[src/rtl/chunked_ripple_subtractor_pkg.sv]
// Shared definitions for the chunked ripple subtractor: FSM state encoding
// and the chunk-count / counter-width helpers.
package sub_defs;

    typedef enum logic [1:0] {
        IDLE = 2'd0,
        RUN  = 2'd1,
        DONE = 2'd2
    } state_t;

    function automatic int nchunk(input int bw, input int cw);
        return bw / cw;
    endfunction

    // A single-chunk build still needs a 1-bit counter.
    function automatic int cnt_width(input int n);
        return (n <= 1) ? 1 : $clog2(n);
    endfunction

endpackage

[src/rtl/chunked_ripple_subtractor_borrow_cell.sv]
// One bit of the ripple-borrow chain: borrow out from generate/propagate
// terms and the borrow coming from the bit below.
module borrow_cell (
    input  logic Gi,
    input  logic Pi,
    input  logic Bp,
    output logic Bout
);

    assign Bout = Gi | (Pi & Bp);

endmodule

[src/rtl/chunked_ripple_subtractor.sv]
// Multi-cycle subtractor: diff = A - B - bin, one CW-bit chunk per clock,
// borrow carried between chunks in a register. Optional SUB_OVF_FLAG_EN adds a
// registered signed-overflow flag on port ovf.
module chunked_ripple_subtractor
    import sub_defs::*;
#(
    parameter int BW = 32,
    parameter int CW = 8
) (
    input  logic        CLK,
    input  logic        RESETn,
    input  logic        in_valid,
    output logic        in_ready,
    input  logic [BW:1] A,
    input  logic [BW:1] B,
    input  logic        bin,
    output logic        out_valid,
    input  logic        out_ready,
    output logic [BW:1] diff,
    output logic        bout
`ifdef SUB_OVF_FLAG_EN
    ,
    output logic        ovf
`endif
);

    localparam int NCHUNK = nchunk(BW, CW);
    localparam int CNTW   = cnt_width(NCHUNK);

    state_t            state_reg, state_next;
    logic [CNTW-1:0]   cnt_reg;
    logic [BW:1]       a_reg, b_reg, diff_reg, diff_next;
    logic              borrow_reg, bout_reg;
    logic [CW-1:0]     a_chunk, b_chunk, g_chunk, p_chunk, d_chunk;
    logic [CW:0]       bc;
    logic              last_chunk;
`ifdef SUB_OVF_FLAG_EN
    logic              ovf_reg;
`endif

    assign last_chunk = (cnt_reg == CNTW'(NCHUNK - 1));

    // Select the operand chunk addressed by the counter.
    always_comb begin
        a_chunk = '0;
        b_chunk = '0;
        for (int k = 0; k < NCHUNK; k++) begin
            if (cnt_reg == CNTW'(k)) begin
                a_chunk = a_reg[k*CW+1 +: CW];
                b_chunk = b_reg[k*CW+1 +: CW];
            end
        end
    end

    assign bc[0] = borrow_reg;

    genvar gi;
    generate
        for (gi = 0; gi < CW; gi++) begin : g_bit
            assign g_chunk[gi] = ~a_chunk[gi] & b_chunk[gi];
            assign p_chunk[gi] = ~(a_chunk[gi] ^ b_chunk[gi]);
            assign d_chunk[gi] = a_chunk[gi] ^ b_chunk[gi] ^ bc[gi];
            borrow_cell u_cell (
                .Gi   (g_chunk[gi]),
                .Pi   (p_chunk[gi]),
                .Bp   (bc[gi]),
                .Bout (bc[gi+1])
            );
        end
    endgenerate

    // Write the freshly computed chunk back into its slot of diff.
    always_comb begin
        diff_next = diff_reg;
        for (int k = 0; k < NCHUNK; k++) begin
            if (cnt_reg == CNTW'(k)) begin
                diff_next[k*CW+1 +: CW] = d_chunk;
            end
        end
    end

    always_comb begin
        state_next = state_reg;
        case (state_reg)
            IDLE:    if (in_valid)   state_next = RUN;
            RUN:     if (last_chunk) state_next = DONE;
            DONE:    if (out_ready)  state_next = IDLE;
            default:                 state_next = IDLE;
        endcase
    end

    always_ff @(posedge CLK or negedge RESETn) begin
        if (!RESETn) begin
            state_reg  <= IDLE;
            cnt_reg    <= '0;
            a_reg      <= '0;
            b_reg      <= '0;
            diff_reg   <= '0;
            borrow_reg <= 1'b0;
            bout_reg   <= 1'b0;
`ifdef SUB_OVF_FLAG_EN
            ovf_reg    <= 1'b0;
`endif
        end else begin
            state_reg <= state_next;
            case (state_reg)
                IDLE: begin
                    if (in_valid) begin
                        a_reg      <= A;
                        b_reg      <= B;
                        borrow_reg <= bin;
                        cnt_reg    <= '0;
                    end
                end
                RUN: begin
                    diff_reg   <= diff_next;
                    borrow_reg <= bc[CW];
                    if (last_chunk) begin
                        bout_reg <= bc[CW];
`ifdef SUB_OVF_FLAG_EN
                        ovf_reg  <= (a_reg[BW] ^ b_reg[BW]) & (a_reg[BW] ^ d_chunk[CW-1]);
`endif
                    end else begin
                        cnt_reg <= cnt_reg + 1'b1;
                    end
                end
                default: ;
            endcase
        end
    end

    assign in_ready  = (state_reg == IDLE);
    assign out_valid = (state_reg == DONE);
    assign diff      = diff_reg;
    assign bout      = bout_reg;
`ifdef SUB_OVF_FLAG_EN
    assign ovf       = ovf_reg;
`endif

endmodule

[config.mk]
export PLATFORM = sky130hd
export DESIGN_NAME = chunked_ripple_subtractor
export DESIGN_NICKNAME = d
export VERILOG_FILES = /design/src/rtl/chunked_ripple_subtractor_pkg.sv /design/src/rtl/chunked_ripple_subtractor_borrow_cell.sv /design/src/rtl/chunked_ripple_subtractor.sv
export SDC_FILE = /design/constraint.sdc
export NUM_CORES = 1
export LEC_CHECK = 0
export BUFFER_PORTS_ARGS = -buffer_cell sky130_fd_sc_hd__buf_2
export CORE_ASPECT_RATIO = 1.4
export CORE_MARGIN = 4
export CORE_UTILIZATION = 45
export DETAILED_ROUTE_END_ITERATION = 16
export PLACE_DENSITY = 0.68
export SYNTH_ARGS = -nofsm -noshare
export SYNTH_HDL_FRONTEND = slang
export SYNTH_SLANG_ARGS = --single-unit
[constraint.sdc]
create_clock -name CLK -period 6.25 [get_ports CLK]
set_input_delay 1.25 -clock CLK [delete_from_list [all_inputs] [get_ports CLK]]
set_output_delay 1.25 -clock CLK [all_outputs]
set_load 0.05 [all_outputs]
== After elaboration in Yosys (flattened, before gate mapping) ==
Index checks and enable logic that the tools add are counted.
Operators by class
  add/subtract/negate cells: 1
  $mul: 0
  div/mod/pow operators: 0
  order comparisons: 0
  equal/unequal tests: 9
  shifts and indexed selects: 0
  mux-type cells: 17
  bitwise gates (word level): 56
  reductions and logical operators: 11
Operator list (count)
  $mux 8: 8
  $and 1x1->1: 16
  $not 1->1: 16
  $xor 1x1->1: 16
  $reduce_and 2->1: 6
  $mux 2: 5
  $or 1x1->1: 8
  $eq 2x2->1 const B: 3
  $ne 2x2->1 const B: 3
  $pmux 2 s3: 1
  $reduce_and 3->1: 2
  $eq 2x1->1 const B: 2
  $logic_not 2->1: 2
  $pmux 2 s2: 1
  $add 2x1->2 const B: 1
  $ne 2x1->1 const B: 1
  $pmux 1 s2: 1
  $reduce_bool 2->1: 1
  $mux 1: 1
Storage, ports and cells
  register bits: 102
  latch bits: 0
  RAM bits: 0
  memory bits (read-only): 0
  word-level logic and storage cells: 104
  memories: 0

== Logic depth before layout (Yosys ltp) ==
  word-level depth: 24
  depth in mapped cells: 18

== By module ==
Synthesis repeated with hierarchy kept, for this count alone.
Unflattened totals
  cell total of the unflattened synthesis: 375
  area, all modules: 4770.8 um^2
By module, submodules not included
  chunked_ripple_subtractor: instances 1, cells each 367, area each 4710.8 um^2, seq. area each 2552.4 um^2
  borrow_cell: instances 8, cells each 1, area each 7.5 um^2, seq. area each 0.0 um^2

== Worst setup path after synthesis ==
OpenSTA, ideal clock, no wires.
  kind: reg-to-reg
  start: register cnt_reg[1]
  end: register diff_reg (netlist bit diff[16])
  arrival: 4.459 ns
  slack: 1.704 ns
  cell stages (with the launch flop): 17
  path buffers: 1
  cells stage by stage: dfrtp_1 inv_1 ha_1 clkbuf_1 a22oi_1 a221oi_1 fa_1 inv_1 fa_1 fa_1 fa_1 fa_1 fa_1 fa_1 inv_1 fa_1 o21ai_0
Between the ends
  cells in the longest elaborated chain, start to end: 22
  elaborated cells on any way between the ends: 57
  classes of those cells: 3 x eq/ne; 8 x mux; 44 x bitwise; 2 x reduce/logical
Ends and longest elaborated chain
  start, declared: line chunked_ripple_subtractor.sv:31  | logic [CNTW-1:0] cnt_reg;
  start signal, assigned: line chunked_ripple_subtractor.sv:124  | cnt_reg <= cnt_reg + 1'b1;
  $logic_not 2->1: line chunked_ripple_subtractor.sv:48  | if (cnt_reg == CNTW'(k)) begin
  $mux 8 (4 in a row): line chunked_ripple_subtractor.sv:48
  $xor 1x1->1: line chunked_ripple_subtractor.sv:61  | assign p_chunk[gi] = ~(a_chunk[gi] ^ b_chunk[gi]);
  $not 1->1: line chunked_ripple_subtractor.sv:61
  $and 1x1->1: line chunked_ripple_subtractor_borrow_cell.sv:10  | assign Bout = Gi | (Pi & Bp);
  $or 1x1->1: line chunked_ripple_subtractor_borrow_cell.sv:10
  $and 1x1->1: line chunked_ripple_subtractor_borrow_cell.sv:10
  $or 1x1->1: line chunked_ripple_subtractor_borrow_cell.sv:10
  [... 3 more ...]
  $or 1x1->1: line chunked_ripple_subtractor_borrow_cell.sv:10
  $and 1x1->1: line chunked_ripple_subtractor_borrow_cell.sv:10
  $or 1x1->1: line chunked_ripple_subtractor_borrow_cell.sv:10
  $and 1x1->1: line chunked_ripple_subtractor_borrow_cell.sv:10
  $or 1x1->1: line chunked_ripple_subtractor_borrow_cell.sv:10
  $and 1x1->1: line chunked_ripple_subtractor_borrow_cell.sv:10
  $or 1x1->1: line chunked_ripple_subtractor_borrow_cell.sv:10
  $xor 1x1->1: line chunked_ripple_subtractor.sv:62  | assign d_chunk[gi] = a_chunk[gi] ^ b_chunk[gi] ^ bc[gi];
  end signal, assigned: line chunked_ripple_subtractor.sv:116  | diff_reg <= diff_next;
  end, declared: line chunked_ripple_subtractor.sv:32  | logic [BW:1] a_reg, b_reg, diff_reg, diff_next;
Parallel ways exist; a longest one is shown, timed or not.
A chain may end at the register's enable or synchronous reset.

== Final worst setup path ==
  start: register cnt_reg[0]
  end: register diff_reg (netlist bit diff[8])
Between the ends
  cells in the longest elaborated chain, start to end: 22
  elaborated cells on any way between the ends: 57
  classes of those cells: 3 x eq/ne; 8 x mux; 44 x bitwise; 2 x reduce/logical
Ends and longest elaborated chain (line)
  $logic_not 2->1: chunked_ripple_subtractor.sv:48, chunked_ripple_subtractor.sv:76
  $mux 8 (4 in a row): chunked_ripple_subtractor.sv:48
  $xor 1x1->1: chunked_ripple_subtractor.sv:61
  $not 1->1: chunked_ripple_subtractor.sv:61
  $and 1x1->1: chunked_ripple_subtractor_borrow_cell.sv:10
  $or 1x1->1: chunked_ripple_subtractor_borrow_cell.sv:10
  $and 1x1->1: chunked_ripple_subtractor_borrow_cell.sv:10
  $or 1x1->1: chunked_ripple_subtractor_borrow_cell.sv:10
  [... 3 more ...]
  $or 1x1->1: chunked_ripple_subtractor_borrow_cell.sv:10
  $and 1x1->1: chunked_ripple_subtractor_borrow_cell.sv:10
  $or 1x1->1: chunked_ripple_subtractor_borrow_cell.sv:10
  $and 1x1->1: chunked_ripple_subtractor_borrow_cell.sv:10
  $or 1x1->1: chunked_ripple_subtractor_borrow_cell.sv:10
  $and 1x1->1: chunked_ripple_subtractor_borrow_cell.sv:10
  $or 1x1->1: chunked_ripple_subtractor_borrow_cell.sv:10
  $xor 1x1->1: chunked_ripple_subtractor.sv:62
Parallel ways exist; a longest one is shown, timed or not.

==> results.rst <==
.. list-table::
   :header-rows: 1

   * - Metric
     - Value
   * - Run status
     - finished clean
   * - Headroom to the max-slew limit
     - 0.2547
   * - H-tree depth
     - 3
   * - Cell at the root of the clock tree
     - sky130_fd_sc_hd__clkbuf_16
   * - Minimum clock period
     - approximately 5.0 ns
   * - Data arrival time of the worst path
     - 5.23 ns
   * - Remaining antenna violation count after routing
     - 0
   * - Count of maximum capacitance violations
     - 0
   * - Placed cell count
     - 560
   * - Post-route standard cell area excluding fillers
     - 5648 µm²
   * - Kind of capture point of the worst setup path
     - register
   * - Final estimated routing congestion in global placement
     - roughly 0.89
   * - Number of warnings reported in the yosys synthesis log
     - 0
   * - Clock insertion delay at the later pin of the skew report
     - roughly 0.34 ns
   * - Maximum buffer depth of the clock tree
     - 2
   * - Synthesized instance count
     - 331
   * - Maximum net fanout on the critical path
     - 17
   * - Final Hold Viols
     - 0
   * - Iteration count of the initial detailed-routing pass
     - 4
   * - Period utilisation layout
     - 0.7975
   * - Number of setup buffers added after CTS
     - 0
   * - Routed WL per cell
     - 17.91 µm
   * - Unrepaired setup endpoints after global routing
     - false
   * - Hold Buf Count CTS
     - 0
   * - Global-route layer with the greatest usage
     - met2
   * - DRC violation total after the first TritonRoute iteration
     - 157
   * - Area post-placement
     - 5355 µm²
   * - Starting density of the core
     - 0.4624
   * - Core ar.
     - 10410 µm²
   * - DR vias
     - between 3000 and 4000
   * - Number of stages on the worst hold path
     - 2
   * - Number of CTS-inserted buffers
     - 9
   * - Maximum number of pins on one net before global-route repair
     - 89
   * - Number of unique standard cell types used by synthesis
     - 34
   * - Number of DRC violations after detailed routing
     - 0
   * - Hold/Removal Path Class
     - register to register
   * - PortBufs
     - 103
   * - Post-Route Skew
     - 0.003659 ns
   * - Kind of launch point of the worst setup path
     - register
   * - Slew @ Worst Pin
     - 1.118 ns
   * - Accumulated negative setup slack
     - 0 ns
   * - Post-Synthesis Mean Instance Area
     - 14.53 µm²
   * - Sequential share of the synthesized area
     - 0.5306
   * - Leading cell types by total area after synthesis
     - sky130_fd_sc_hd__dfrtp_1 53%, sky130_fd_sc_hd__mux2_4 19%, sky130_fd_sc_hd__mux2_2 6.8%
   * - Max Slew Vio Count
     - 0
   * - Per-cell via count in the routed design
     - 5.214
   * - Count of state elements after synthesis
     - 102
   * - GRT met3 Usage
     - 0.03345
   * - Boundary pin count
     - 104
   * - Crit Path Class
     - register to register
   * - Area Overhead vs Synth
     - 17.40%
   * - Std-Cell Rows
     - 44
   * - Dominant register cell in the synthesized netlist
     - sky130_fd_sc_hd__dfrtp_1
   * - Proportion of synthesized flip-flops having asynchronous set or reset
     - 1.000
   * - Floorplan die area
     - around 12000 µm²
   * - Met2 demand-to-capacity share in global routing
     - 0.2932
   * - Count of cells resized by post-cts repair
     - 0
   * - Overall track demand over capacity in global routing
     - 0.1797
   * - Height of the die
     - about 130 µm
   * - Share of post-route cells with drive strength above 1
     - 0.4886
   * - Antenna violations before repair
     - 0
   * - Global Route met1 Usage
     - 0.2360
   * - Worst slack at placement
     - 1.297 ns
   * - Setup ws final
     - around 1.3 ns
   * - Clock net sink count
     - 102
   * - Number of global-route vias before repair
     - 3176
   * - Area share of the largest cell type after synthesis
     - 0.5306
   * - CTS tree
     - yes
   * - Final setup violation count
     - 0
   * - Post-DP HPWL
     - 7777 µm
   * - Non-filler cells in the finished layout
     - roughly 580
   * - Cell area after synthesis
     - 4811 µm²
   * - Most common cell in the netlist
     - sky130_fd_sc_hd__dfrtp_1
   * - Max Fclk
     - 0.2006 GHz
   * - Count of inserted antenna diode cells
     - 0
   * - Post-synth EDFFs
     - 0
   * - Area taken by flip-flops and latches
     - 2552 µm²
   * - Number of nets produced by synthesis
     - ~400
   * - Area used by multi-input combinational logic
     - slightly above 2000 µm²
   * - Final routed wirelength across all metal layers
     - 10320 µm
   * - Fill cells
     - 893
   * - Total congestion overflow
     - 0
   * - Most numerous cell types in the synthesized netlist
     - 102 x sky130_fd_sc_hd__dfrtp_1, 60 x sky130_fd_sc_hd__mux2_4, 31 x sky130_fd_sc_hd__nand2_1
   * - Worst reg-to-reg path cell count
     - 14
   * - Wire length of the first global-routing pass
     - ~17000 µm
   * - Required @ worst endpoint
     - 6.50 ns
   * - Width of the chip
     - between 90 and 100 µm
   * - NumNets Final
     - 514
   * - Clock transition at the registers of the reported paths
     - 0.07 ns
   * - Cell type with the largest total area after synthesis
     - sky130_fd_sc_hd__dfrtp_1
[logic make-up after synthesis]
family | share of synthesized area
flops | 0.5306
simple gates | 0.05566
buf+inv | 0.04447
mux | 0.2572
compound gates | 0.06840
fa+ha+maj | 0.04369
[worst max-delay path, cell delays in order, from the launching register on]
cell and delay [ns]:
sky130_fd_sc_hd__dfrtp_1 0.43, sky130_fd_sc_hd__ha_1 0.36, sky130_fd_sc_hd__clkinv_1 0.45, sky130_fd_sc_hd__o211ai_1 0.37
sky130_fd_sc_hd__fa_1 0.21, sky130_fd_sc_hd__inv_1 0.05, sky130_fd_sc_hd__fa_1 0.37, sky130_fd_sc_hd__fa_1 0.39
sky130_fd_sc_hd__fa_1 0.39, sky130_fd_sc_hd__fa_1 0.39, sky130_fd_sc_hd__fa_1 0.40, sky130_fd_sc_hd__fa_1 0.36
sky130_fd_sc_hd__inv_1 0.08, sky130_fd_sc_hd__fa_1 0.45, sky130_fd_sc_hd__o21ai_0 0.18
[placed cells by master (no fill, tap or decap), drive strengths merged]
master	n
fa	8
or2b	1
nor2b	2
and2	1
nand3b	9
o21ai	10
clkinvlp	1
bufinv	1
a21oi	2
nor2	5
mux2i	1
o21bai	1
nand2b	2
nand2	31
a221oi	2
a22o	1
clkinv	4
o22ai	7
or3b	1
o211ai	9
buf	108
dfrtp	102
mux2	89
a22oi	3
a31oi	5
o221ai	7
nor3b	1
inv	7
o311ai	1
ha	4
clkbuf	11
nand3	1
[layout make-up]
class,count,share of cell area
Timing Repair Buffer,108,0.09836
Clock inverter,5,0.01063
Tap cell,138,0.03057
Sequential cell,102,0.4519
Inverter,8,0.005317
Clock buffer,11,0.04121
Multi-Input combinational cell,204,0.3620
[final timing paths]
kind,start,to,slack (ns)
setup / recovery,cnt_reg[0],diff[8],1.27
setup reg to reg,cnt_reg[0],diff[8],1.27
min in group asynchronous,RESETn,a_reg[22],0.75
hold / removal,diff[1],diff[1],0.48
hold reg to reg,diff[1],diff[1],0.48
max in group asynchronous,RESETn,cnt_reg[1],4.18
[routing by layer]
layer  vias up  wire length [µm]
met1      1503              4354
met2        90              5200
li1       1395                 -
met4         0               240
met5         -                 0
met3        15               520
[per-stage QoR]
| stage | hold slack [ns] | util |
|---|---|---|
| after floorplan | 0.4804 | - |
| after global routing | 0.5221 | 0.5428 |
| after CTS | 0.4834 | 0.5428 |
| final | 0.4772 | 0.5428 |
| after detailed placement | 0.4691 | 0.5147 |
| after global placement | 0.4606 | 0.5147 |
Power is not shown: default switching activity piles up to over one toggle a cycle in this logic, so the estimate is an artifact.
